## src/rtl/sram_arb_pkg.sv

```systemverilog
// sram_arb_pkg: slot order (c0 rd, c0 wr, c1 rd, c1 wr) and FSM state encodings for sram_port_arbiter
package sram_arb_pkg;
  typedef enum logic [1:0] {SLOT_C0_RD, SLOT_C0_WR, SLOT_C1_RD, SLOT_C1_WR} slot_t;
  typedef enum logic [1:0] {IDLE, WAIT, REJECT, DONE} state_t;
endpackage

```

## src/rtl/sram_port_arbiter_if.sv

```systemverilog
// sram_port_arbiter_if: two-client level request/pulse response bus plus SRAM controller side; slave = arbiter view, master = environment view
interface sram_port_arbiter_if #(
  parameter int data_width = 16,
  parameter int sram_addr_width = 12
);
  logic c0_req_sram_read, c0_req_sram_write, c1_req_sram_read, c1_req_sram_write;
  logic [sram_addr_width-1:0] c0_req_sram_read_addr, c0_req_sram_write_addr;
  logic [sram_addr_width-1:0] c1_req_sram_read_addr, c1_req_sram_write_addr;
  logic [data_width-1:0] c0_data_to_sram, c1_data_to_sram;
  logic c0_sram_read_ready, c0_sram_write_ready, c0_sram_read_invalid, c0_sram_write_invalid;
  logic c1_sram_read_ready, c1_sram_write_ready, c1_sram_read_invalid, c1_sram_write_invalid;
  logic [data_width-1:0] c0_data_from_sram, c1_data_from_sram;
  logic mem_req, mem_write, mem_ack, mem_err, busy;
  logic [sram_addr_width-1:0] mem_addr;
  logic [data_width-1:0] mem_wdata, mem_rdata;
  modport slave (
    input c0_req_sram_read, c0_req_sram_write, c1_req_sram_read, c1_req_sram_write,
    input c0_req_sram_read_addr, c0_req_sram_write_addr, c1_req_sram_read_addr, c1_req_sram_write_addr,
    input c0_data_to_sram, c1_data_to_sram, mem_ack, mem_err, mem_rdata,
    output c0_sram_read_ready, c0_sram_write_ready, c0_sram_read_invalid, c0_sram_write_invalid,
    output c1_sram_read_ready, c1_sram_write_ready, c1_sram_read_invalid, c1_sram_write_invalid,
    output c0_data_from_sram, c1_data_from_sram, mem_req, mem_write, mem_addr, mem_wdata, busy
  );
  modport master (
    output c0_req_sram_read, c0_req_sram_write, c1_req_sram_read, c1_req_sram_write,
    output c0_req_sram_read_addr, c0_req_sram_write_addr, c1_req_sram_read_addr, c1_req_sram_write_addr,
    output c0_data_to_sram, c1_data_to_sram, mem_ack, mem_err, mem_rdata,
    input c0_sram_read_ready, c0_sram_write_ready, c0_sram_read_invalid, c0_sram_write_invalid,
    input c1_sram_read_ready, c1_sram_write_ready, c1_sram_read_invalid, c1_sram_write_invalid,
    input c0_data_from_sram, c1_data_from_sram, mem_req, mem_write, mem_addr, mem_wdata, busy
  );
endinterface

```

## src/rtl/sram_port_arbiter_rr_pick4.sv

```systemverilog
// rr_pick4: combinational 4-way round-robin picker; req[3:0], ptr[1:0] in; valid, grant[1:0] = first active slot from ptr upward mod 4
module rr_pick4 (
  input  logic [3:0] req,
  input  logic [1:0] ptr,
  output logic       valid,
  output logic [1:0] grant
);
  always_comb begin
    valid = |req;
    grant = ptr;
    for (int i = 3; i >= 0; i--) if (req[ptr + 2'(i)]) grant = ptr + 2'(i);
  end
endmodule

```

## src/rtl/sram_port_arbiter.sv

```systemverilog
// sram_port_arbiter: round-robin share of one SRAM controller between two clients; ports clk, reset_n (sync active-low), bus (slave modport: client requests/pulses, mem_* side, busy)
module sram_port_arbiter
  import sram_arb_pkg::*;
#(
  parameter int data_width = 16,
  parameter int sram_addr_width = 12,
  parameter int sram_capacity = 8096,
  parameter int timeout_cycles = 255
) (
  input logic clk,
  input logic reset_n,
  sram_port_arbiter_if.slave bus
);
  localparam int AW = sram_addr_width;
  localparam int DW = data_width;
  localparam int XW = AW > $clog2(sram_capacity) + 1 ? AW : $clog2(sram_capacity) + 1;
  localparam int CW = timeout_cycles > 0 ? $clog2(timeout_cycles + 1) : 1;
  state_t state, state_nx;
  slot_t slot_q;
  logic [1:0] rr_ptr, grant;
  logic valid, in_range, tmo, fail, ok_q, bad_q, rdy, inv;
  logic [AW-1:0] addr_q, pick_addr;
  logic [DW-1:0] wdata_q, d0, d1;
  logic [CW-1:0] cnt;
  rr_pick4 u_pick (
    .req({bus.c1_req_sram_write, bus.c1_req_sram_read, bus.c0_req_sram_write, bus.c0_req_sram_read}),
    .ptr(rr_ptr),
    .valid(valid),
    .grant(grant)
  );
  assign pick_addr = grant[1] ? (grant[0] ? bus.c1_req_sram_write_addr : bus.c1_req_sram_read_addr)
                              : (grant[0] ? bus.c0_req_sram_write_addr : bus.c0_req_sram_read_addr);
  assign in_range = XW'(pick_addr) < XW'(sram_capacity);
  // cnt counts completed WAIT cycles, so mem_req stays up for exactly timeout_cycles cycles
  assign tmo = timeout_cycles != 0 && cnt == CW'(timeout_cycles - 1);
  assign fail = bus.mem_err || tmo;
  always_ff @(posedge clk) state <= !reset_n ? IDLE : state_nx;
  always_comb begin
    state_nx = state == IDLE   ? (valid ? (in_range ? WAIT : REJECT) : IDLE)
             : state == WAIT   ? ((fail || bus.mem_ack) ? DONE : WAIT)
             : state == REJECT ? DONE : IDLE;
  end
  always_ff @(posedge clk) begin
    if (!reset_n) begin
      slot_q <= SLOT_C0_RD;
      addr_q <= '0;
      wdata_q <= '0;
      rr_ptr <= '0;
      cnt <= '0;
      ok_q <= 1'b0;
      bad_q <= 1'b0;
      d0 <= '0;
      d1 <= '0;
    end else begin
      if (state == IDLE && valid) begin
        slot_q <= slot_t'(grant);
        addr_q <= pick_addr;
        wdata_q <= grant[1] ? bus.c1_data_to_sram : bus.c0_data_to_sram;
        rr_ptr <= grant + 2'd1;
      end
      cnt <= state == WAIT ? cnt + 1'b1 : '0;
      bad_q <= state == WAIT && fail;
      ok_q <= state == WAIT && bus.mem_ack && !fail;
      if (state == WAIT && bus.mem_ack && !fail && slot_q == SLOT_C0_RD) d0 <= bus.mem_rdata;
      if (state == WAIT && bus.mem_ack && !fail && slot_q == SLOT_C1_RD) d1 <= bus.mem_rdata;
    end
  end
  always_comb begin
    rdy = state == DONE && ok_q;
    inv = state == REJECT || (state == DONE && bad_q);
    bus.mem_req = state == WAIT;
    bus.mem_write = state == WAIT && slot_q[0];
    bus.mem_addr = state == WAIT ? addr_q : '0;
    bus.mem_wdata = state == WAIT ? wdata_q : '0;
    bus.busy = state != IDLE;
    bus.c0_sram_read_ready = rdy && slot_q == SLOT_C0_RD;
    bus.c0_sram_write_ready = rdy && slot_q == SLOT_C0_WR;
    bus.c1_sram_read_ready = rdy && slot_q == SLOT_C1_RD;
    bus.c1_sram_write_ready = rdy && slot_q == SLOT_C1_WR;
    bus.c0_sram_read_invalid = inv && slot_q == SLOT_C0_RD;
    bus.c0_sram_write_invalid = inv && slot_q == SLOT_C0_WR;
    bus.c1_sram_read_invalid = inv && slot_q == SLOT_C1_RD;
    bus.c1_sram_write_invalid = inv && slot_q == SLOT_C1_WR;
    bus.c0_data_from_sram = d0;
    bus.c1_data_from_sram = d1;
  end
endmodule

```

## src/flat_wrapper.sv

```systemverilog
// flat-port wrapper written by rule: the top's interface ports become plain ports
module sram_port_arbiter_flat import sram_arb_pkg::*;
#(
  parameter int data_width = 16,
  parameter int sram_addr_width = 12,
  parameter int sram_capacity = 8096,
  parameter int timeout_cycles = 255
)
  (clk, reset_n, bus_c0_req_sram_read, bus_c0_req_sram_write, bus_c1_req_sram_read, bus_c1_req_sram_write, bus_c0_req_sram_read_addr, bus_c0_req_sram_write_addr, bus_c1_req_sram_read_addr, bus_c1_req_sram_write_addr, bus_c0_data_to_sram, bus_c1_data_to_sram, bus_mem_ack, bus_mem_err, bus_mem_rdata, bus_c0_sram_read_ready, bus_c0_sram_write_ready, bus_c0_sram_read_invalid, bus_c0_sram_write_invalid, bus_c1_sram_read_ready, bus_c1_sram_write_ready, bus_c1_sram_read_invalid, bus_c1_sram_write_invalid, bus_c0_data_from_sram, bus_c1_data_from_sram, bus_mem_req, bus_mem_write, bus_mem_addr, bus_mem_wdata, bus_busy);
  sram_port_arbiter_if #(.data_width(data_width), .sram_addr_width(sram_addr_width)) bus_i ();
  input logic clk;
  input logic reset_n;
  input wire logic [$bits(bus_i.c0_req_sram_read)-1:0] bus_c0_req_sram_read;
  input wire logic [$bits(bus_i.c0_req_sram_write)-1:0] bus_c0_req_sram_write;
  input wire logic [$bits(bus_i.c1_req_sram_read)-1:0] bus_c1_req_sram_read;
  input wire logic [$bits(bus_i.c1_req_sram_write)-1:0] bus_c1_req_sram_write;
  input wire logic [$bits(bus_i.c0_req_sram_read_addr)-1:0] bus_c0_req_sram_read_addr;
  input wire logic [$bits(bus_i.c0_req_sram_write_addr)-1:0] bus_c0_req_sram_write_addr;
  input wire logic [$bits(bus_i.c1_req_sram_read_addr)-1:0] bus_c1_req_sram_read_addr;
  input wire logic [$bits(bus_i.c1_req_sram_write_addr)-1:0] bus_c1_req_sram_write_addr;
  input wire logic [$bits(bus_i.c0_data_to_sram)-1:0] bus_c0_data_to_sram;
  input wire logic [$bits(bus_i.c1_data_to_sram)-1:0] bus_c1_data_to_sram;
  input wire logic [$bits(bus_i.mem_ack)-1:0] bus_mem_ack;
  input wire logic [$bits(bus_i.mem_err)-1:0] bus_mem_err;
  input wire logic [$bits(bus_i.mem_rdata)-1:0] bus_mem_rdata;
  output wire logic [$bits(bus_i.c0_sram_read_ready)-1:0] bus_c0_sram_read_ready;
  output wire logic [$bits(bus_i.c0_sram_write_ready)-1:0] bus_c0_sram_write_ready;
  output wire logic [$bits(bus_i.c0_sram_read_invalid)-1:0] bus_c0_sram_read_invalid;
  output wire logic [$bits(bus_i.c0_sram_write_invalid)-1:0] bus_c0_sram_write_invalid;
  output wire logic [$bits(bus_i.c1_sram_read_ready)-1:0] bus_c1_sram_read_ready;
  output wire logic [$bits(bus_i.c1_sram_write_ready)-1:0] bus_c1_sram_write_ready;
  output wire logic [$bits(bus_i.c1_sram_read_invalid)-1:0] bus_c1_sram_read_invalid;
  output wire logic [$bits(bus_i.c1_sram_write_invalid)-1:0] bus_c1_sram_write_invalid;
  output wire logic [$bits(bus_i.c0_data_from_sram)-1:0] bus_c0_data_from_sram;
  output wire logic [$bits(bus_i.c1_data_from_sram)-1:0] bus_c1_data_from_sram;
  output wire logic [$bits(bus_i.mem_req)-1:0] bus_mem_req;
  output wire logic [$bits(bus_i.mem_write)-1:0] bus_mem_write;
  output wire logic [$bits(bus_i.mem_addr)-1:0] bus_mem_addr;
  output wire logic [$bits(bus_i.mem_wdata)-1:0] bus_mem_wdata;
  output wire logic [$bits(bus_i.busy)-1:0] bus_busy;
  assign bus_i.c0_req_sram_read = bus_c0_req_sram_read;
  assign bus_i.c0_req_sram_write = bus_c0_req_sram_write;
  assign bus_i.c1_req_sram_read = bus_c1_req_sram_read;
  assign bus_i.c1_req_sram_write = bus_c1_req_sram_write;
  assign bus_i.c0_req_sram_read_addr = bus_c0_req_sram_read_addr;
  assign bus_i.c0_req_sram_write_addr = bus_c0_req_sram_write_addr;
  assign bus_i.c1_req_sram_read_addr = bus_c1_req_sram_read_addr;
  assign bus_i.c1_req_sram_write_addr = bus_c1_req_sram_write_addr;
  assign bus_i.c0_data_to_sram = bus_c0_data_to_sram;
  assign bus_i.c1_data_to_sram = bus_c1_data_to_sram;
  assign bus_i.mem_ack = bus_mem_ack;
  assign bus_i.mem_err = bus_mem_err;
  assign bus_i.mem_rdata = bus_mem_rdata;
  assign bus_c0_sram_read_ready = bus_i.c0_sram_read_ready;
  assign bus_c0_sram_write_ready = bus_i.c0_sram_write_ready;
  assign bus_c0_sram_read_invalid = bus_i.c0_sram_read_invalid;
  assign bus_c0_sram_write_invalid = bus_i.c0_sram_write_invalid;
  assign bus_c1_sram_read_ready = bus_i.c1_sram_read_ready;
  assign bus_c1_sram_write_ready = bus_i.c1_sram_write_ready;
  assign bus_c1_sram_read_invalid = bus_i.c1_sram_read_invalid;
  assign bus_c1_sram_write_invalid = bus_i.c1_sram_write_invalid;
  assign bus_c0_data_from_sram = bus_i.c0_data_from_sram;
  assign bus_c1_data_from_sram = bus_i.c1_data_from_sram;
  assign bus_mem_req = bus_i.mem_req;
  assign bus_mem_write = bus_i.mem_write;
  assign bus_mem_addr = bus_i.mem_addr;
  assign bus_mem_wdata = bus_i.mem_wdata;
  assign bus_busy = bus_i.busy;
  sram_port_arbiter #(.data_width(data_width), .sram_addr_width(sram_addr_width), .sram_capacity(sram_capacity), .timeout_cycles(timeout_cycles)) u_core (.clk(clk), .reset_n(reset_n), .bus(bus_i));
endmodule
```

## config.mk

```make
export PLATFORM = sky130hd
export DESIGN_NAME = sram_port_arbiter_flat
export DESIGN_NICKNAME = d
export VERILOG_FILES = /design/src/rtl/sram_arb_pkg.sv /design/src/rtl/sram_port_arbiter_if.sv /design/src/rtl/sram_port_arbiter_rr_pick4.sv /design/src/rtl/sram_port_arbiter.sv /design/src/flat_wrapper.sv
export SDC_FILE = /design/constraint.sdc
export NUM_CORES = 1
export LEC_CHECK = 0
export CAP_MARGIN = 40
export CORE_MARGIN = 2
export CORE_UTILIZATION = 37
export DETAILED_ROUTE_END_ITERATION = 6
export PLACE_DENSITY_LB_ADDON = 0.05
export SETUP_SLACK_MARGIN = 0.3
export SYNTH_ARGS = -nofsm -noshare
export SYNTH_HDL_FRONTEND = slang
export SYNTH_SLANG_ARGS = --single-unit
```

## constraint.sdc

```tcl
create_clock -name clk -period 1.6 [get_ports clk]
set_input_delay 0.16 -clock clk [delete_from_list [all_inputs] [get_ports clk]]
set_output_delay 0.16 -clock clk [all_outputs]
set_load 0.005 [all_outputs]
```

## Word-level counts from Yosys, hierarchy flattened

Cells that the tools add are included.

- Word-level logic and storage cells: 75
- Flip-flop bits (word level): 76
- Input port bits: 104

- Multiplexer cells: 23
- Reductions and logical operators: 26
- Equal/unequal tests: 7
- $lt $le $gt $ge: 4
- $add $sub $neg: 5

Operators with widths:

| operator | number |
|---|---|
| $mux W12 | 4 |
| $mux W16 | 2 |
| $logic_and A1 B1 Y1 | 17 |
| $mux W2 | 8 |
| $lt A2 B3 Y1 const B | 4 |
| $add A8 B1 Y8 const B | 1 |
| $bmux W1 S2 | 4 |
| $eq A2 B2 Y1 const B | 4 |
| $eq A8 B8 Y1 const B | 1 |
| $mux W1 | 5 |
| $add A2 B1 Y2 const B | 2 |
| $add A2 B2 Y2 const B | 2 |
| $eq A2 B1 Y1 const B | 2 |
| $logic_not A2 Y1 | 2 |
| $reduce_or A4 Y1 | 1 |
| $logic_or A1 B1 Y1 | 3 |
| $reduce_and A2 Y1 | 1 |
| $reduce_bool A2 Y1 | 1 |
| $logic_not A1 Y1 | 1 |

## Logic depth before layout (Yosys ltp)

- Word-level depth: 9
- Depth in mapped cells: 9
- Mapped depth without buffers: 6

## By module

A second synthesis with hierarchy kept.

- Cell total of the unflattened synthesis: 396
- Area total of the unflattened synthesis: 3731.1 um2

Modules (own cells, without submodules):

| module | seq. area each (um2) | cells each | area an instance (um2) | instances |
|---|---|---|---|---|
| sram_port_arbiter | 1521.5 | 380 | 3631.0 | 1 |
| rr_pick4 | 0.0 | 16 | 100.1 | 1 |

## Worst setup path before layout

OpenSTA, ideal clock, no wires.

- Path type: reg2reg
- From: register u_core.cnt[0]
- To: register u_core.d1[5], in the netlist u_core.bus.c1_data_from_sram[5]
- Path slack: -0.142 ns
- Setup time: 0.119 ns
- Period minus slack after synthesis: 1.742 ns
- Stages on the path, launching flop included: 9
- Arrival time: 1.623 ns
- Cells stage by stage: dfxtp_1 inv_1 ha_1 a41oi_2 or3b_1 clkbuf_1 buf_2 nand3_1 o21ai_1

- Longest elaborated chain between the ends: 5

Ends and longest elaborated chain:

| item | line | source |
|---|---|---|
| start: declaration | sram_port_arbiter.sv:24 | `logic [CW-1:0] cnt;` |
| start signal: assignment | sram_port_arbiter.sv:61 | `cnt <= state == WAIT ? cnt + 1'b1 : '0;` |
| $eq A8 B8 Y1 | sram_port_arbiter.sv:35 | `assign tmo = timeout_cycles != 0 && cnt == CW'(timeout_cycles - 1);` |
| $logic_or A1 B1 Y1 | sram_port_arbiter.sv:36 | `assign fail = bus.mem_err \|\| tmo;` |
| $logic_not A1 Y1 | sram_port_arbiter.sv:65 | `if (state == WAIT && bus.mem_ack && !fail && slot_q == SLOT_C1_RD) d1 <= bus.mem_rdata;` |
| $logic_and A1 B1 Y1 (2 in a row) | sram_port_arbiter.sv:65 |  |
| end signal: assignment | sram_port_arbiter.sv:65 |  |
| end: declaration | sram_port_arbiter.sv:23 | `logic [DW-1:0] wdata_q, d0, d1;` |

Every way passes these cells.
A chain may end at the register's enable or synchronous reset.

## Worst setup path after layout

- From: register u_core.state[1]
- To: output port bus_mem_addr[4]

- Longest elaborated chain between the ends: 2

Ends and longest elaborated chain:

| item | line | source |
|---|---|---|
| start: declaration | sram_port_arbiter.sv:18 | `state_t state, state_nx;` |
| start signal: assignment | sram_port_arbiter.sv:37 | `always_ff @(posedge clk) state <= !reset_n ? IDLE : state_nx;` |
| $eq A2 B1 Y1 | sram_port_arbiter.sv:73 | `bus.mem_addr = state == WAIT ? addr_q : '0;` |
| $mux W12 | sram_port_arbiter.sv:73 |  |
| end: declaration | flat_wrapper.sv:38 | `output wire logic [$bits(bus_i.mem_addr)-1:0] bus_mem_addr;` |

Every way passes these cells.

==> results.json <==
{
  "fmax_mhz": 538,
  "cts_tree": "done",
  "die_h_um": 102,
  "cts_buffers": 9,
  "die_width_um": 102,
  "syn_inst": 411,
  "die_area_um2": 10400,
  "drt_iter0_drc": 168,
  "path_max_fanout": 6,
  "grt_overflow_total": 0,
  "syn_to_final_growth_pct": 120,
  "muxShareOfSynthArea": 0.101,
  "dpl_cell_area_um2": 5770,
  "multiInputGateArea_um2": 2570,
  "holdPathEnd": "u_core.rr_ptr[0]$_SDFFE_PN0P_",
  "path_class": "reg -> out",
  "cp_common_cell": "buf_6",
  "routed_wl_um": 15900,
  "maxCapViolCount": 0,
  "setup_ws_ns": -0.259,
  "seq_area_um2": 1560,
  "insertion_delay_ns": 0.36,
  "htreeDepth": 3,
  "syn_area_per_cell_um2": 8.66,
  "clk_pin_slew_ns": 0.10,
  "r2r_setup_slack_ns": -0.25,
  "port_buffers": 174,
  "crit_chain": "inv_2 > ha_4 > buf_4 > buf_6 > buf_6 > buf_16 > and2_4 > buf_6",
  "start_util": 0.383,
  "nFillCells": 524,
  "vias": 4389,
  "synthTopCellsByArea": "dfxtp_1 43%, mux2i_1 10%, nand3_1 6.9%, and2_1 5.1%, o21ai_0 5.1%",
  "irDropWorstVdd_v": 0.000504,
  "cp.required_ns": 1.44,
  "fin_tns_setup_ns": -14.98,
  "max_slew_margin": 0.681,
  "ctsHoldBuffers": 0,
  "fp-row-count": 35,
  "gr-usage-all-layers": 0.265,
  "crit_start": "u_core.state[1]$_SDFF_PP0_",
  "ant_nets": 0,
  "seq_area_frac_synth": 0.427,
  "drc": 0,
  "synth_top_family_by_area": "simple AND/OR/NAND/NOR gates",
  "synthAdderAreaFrac": 0.0211,
  "firstDrtPassIters": 5,
  "setup_violations": 103,
  "yosysWarnings": 0,
  "cp-start-kind": "register",
  "violations": "negative setup slack",
  "async_reset_ff_frac": 0,
  "finalMaxSlewViolations": 0,
  "place_congestion": 0.846,
  "finalHoldViolCount": 0,
  "period_share": 1.16,
  "reg2reg_to": "u_core.bus.c1_data_from_sram[15]$_SDFFE_PN0P_",
  "netlist_area_um2": 3560,
  "synth_cell_types": 40,
  "core_um2": 9280,
  "synth.most_common_cell": "dfxtp_1",
  "hold_depth": 3,
  "place_hpwl_um": 7970,
  "design_area_um2": 7830,
  "end_kind": "output port",
  "worst_slew_pin_slew_ns": 0.478,
  "holdCritStartpoint": "reset_n",
  "antennaDiodeCount": 0,
  "antenna_found_initial": 0,
  "drive_gt1_frac": 0.477,
  "cts-root-buf": "clkbuf_8",
  "synth_nets": 521,
  "synth-xor-area-share": 0.0172,
  "critPathMaxStageDelay_ns": 0.37,
  "grt_pass1_wl_um": 21400,
  "r2r_cells": 11,
  "synth_edf_count": 0,
  "grt_pass1_vias": 4280,
  "period_minus_slack_ns": 1.86,
  "synth-compound-area-share": 0.170,
  "synthSimpleGateAreaFrac": 0.215,
  "clockBufferDepth": 2,
  "grt_max_degree": 49,
  "via_per_inst": 5.40,
  "r2r_start": "u_core.state[1]$_SDFF_PP0_",
  "hp-class": "in -> reg",
  "fin_total_pwr_mw": 7.39,
  "cts_sinks": 76,
  "power.static_leakage_nw": 3.38,
  "synth-seq-cells": 76,
  "crit_path_top_delay_cell": "dfxtp_2",
  "yosysTopAreaCellShare": 0.427,
  "arrival_ns": 1.70,
  "yosysTopAreaCell": "dfxtp_1",
  "status": "finished, violations left",
  "rsz0062_at_grt": "true",
  "io_pins": 175,
  "synth-main-ff-cell": "dfxtp_1",
  "finalNetCount": 789,
  "synth_common_cells": "76 x dfxtp_1, 49 x nand3_1, 36 x mux2i_1, 36 x o21ai_0, 29 x and2_1",
  "powerDensity_nw_per_um2": 943,
  "fin_worst_skew_ns": 0.0125,
  "wl_per_cell_um": 19.5
}
## routing by layer
metal | vias up | global-route usage | wire, um
li1 | 2035 | - | -
met1 | 2149 | 0.304 | 6340
met2 | 170 | 0.475 | 8230
met3 | 35 | 0.0643 | 862
met4 | 0 | 0.102 | 434
met5 | - | 0 | 0
## through the flow
| stage | cells | hold WS (ns) | setup WS [ns] | util |
|---|---|---|---|---|
| 2_1_floorplan | 411 | 0.305 | -0.0227 | - |
| 3_3_place_gp | 728 | 0.445 | -0.417 | 0.622 |
| 3_5_place_dp | 728 | 0.448 | -0.516 | 0.622 |
| 4_1_cts | 795 | 0.252 | -0.233 | 0.769 |
| 5_1_grt | 813 | 0.310 | -0.298 | 0.844 |
| 6_report | 813 | 0.297 | -0.259 | 0.844 |
## area by class of cell
class,instances,area share
inverters,7,0.00367
repair buffers,288,0.418
clock buffers,9,0.0158
multi-input cells,297,0.329
clock inverters,7,0.0134
flip-flops and latches,76,0.199
well taps,129,0.0206
## repair_timing
action	CTS	global route
pin swaps	42	37
endpoints found under the setup margin	145	118
gates cloned	14	5
gates resized for setup	326	142
setup buffers	37	13
endpoints found under the hold margin	0	0
## cell families (layout without fill, tap and decap cells)
family,Yosys count,count (layout)
AO/OA/AOI/OAI,98,98
XOR/XNOR,7,7
adder cells (fa/ha/maj),6,6
buffers and inverters,40,311
flip-flops,76,76
multiplexers,36,36
AND/OR/NAND/NOR,148,150
## cells in the final DEF (no fill, tap or decap), types with 3 or more instances in the layout
| cell type | Yosys | routed |
|---|---|---|
| clkdlybuf4s50_1 | 0 | 98 |
| nor2_1 | 18 | 8 |
| xor2_1 | 5 | 5 |
| o21ai_2 | 0 | 13 |
| buf_2 | 7 | 5 |
| o221ai_2 | 0 | 4 |
| nand2_2 | 0 | 3 |
| dfxtp_1 | 76 | 49 |
| buf_8 | 0 | 6 |
| dlymetal6s2s_1 | 0 | 4 |
| and2_4 | 0 | 29 |
| a2111oi_4 | 1 | 4 |
| nand3_1 | 49 | 31 |
| nand3_2 | 1 | 15 |
| buf_6 | 1 | 62 |
| a21oi_2 | 0 | 5 |
| mux2i_4 | 0 | 10 |
| o221ai_1 | 10 | 6 |
| clkbuf_8 | 0 | 9 |
| clkbuf_16 | 0 | 3 |
| clkbuf_2 | 0 | 3 |
| ha_4 | 0 | 3 |
| nor2_2 | 0 | 8 |
| nand2_1 | 27 | 23 |
| buf_16 | 0 | 13 |
| dfxtp_2 | 0 | 25 |
| mux2i_2 | 0 | 6 |
| inv_1 | 7 | 4 |
| buf_4 | 1 | 42 |
| inv_6 | 0 | 3 |
| o21ai_1 | 18 | 33 |
| dlygate4sd2_1 | 0 | 33 |
| nand3_4 | 0 | 5 |
| buf_12 | 0 | 19 |
| a21oi_1 | 18 | 13 |
| o21ai_0 | 36 | 8 |
| mux2i_1 | 36 | 20 |
## state kept, by name, indices dropped and copies added, names as in the netlist
register and flops:
u_core.slot_q 2, u_core.bus.c0_data_from_sram 16, u_core.cnt 8, u_core.ok_q 1
u_core.bus.c1_data_from_sram 16, u_core.bad_q 1, u_core.addr_q 12, u_core.state 2
u_core.wdata_q 16, u_core.rr_ptr 2
## worst max-delay path, delay by kind of cell, from the launching register on
family	cells	cell delay [ns]
flops	1	0.37
buf+inv	6	0.64
fa+ha+maj	1	0.17
simple gates	1	0.15
## how the worst max path moves through the flow
stage	to	slack, ns	cells after the start
2_1_floorplan	u_core.addr_q[11]$_SDFFE_PN0P_	-0.02	7
6_report	bus_mem_addr[4]	-0.26	8
5_1_grt	u_core.bus.c1_data_from_sram[7]$_SDFFE_PN0P_	-0.30	11
3_5_place_dp	u_core.addr_q[8]$_SDFFE_PN0P_	-0.52	8
3_3_place_gp	u_core.addr_q[9]$_SDFFE_PN0P_	-0.42	7
4_1_cts	u_core.bus.c1_data_from_sram[14]$_SDFFE_PN0P_	-0.23	11
## power breakdown
group          switching, mW  internal, mW
registers              0.155          2.09
clock network          0.838         0.907
logic                   1.34          2.06
No activity file was read; power rests on OpenSTA's default activity.
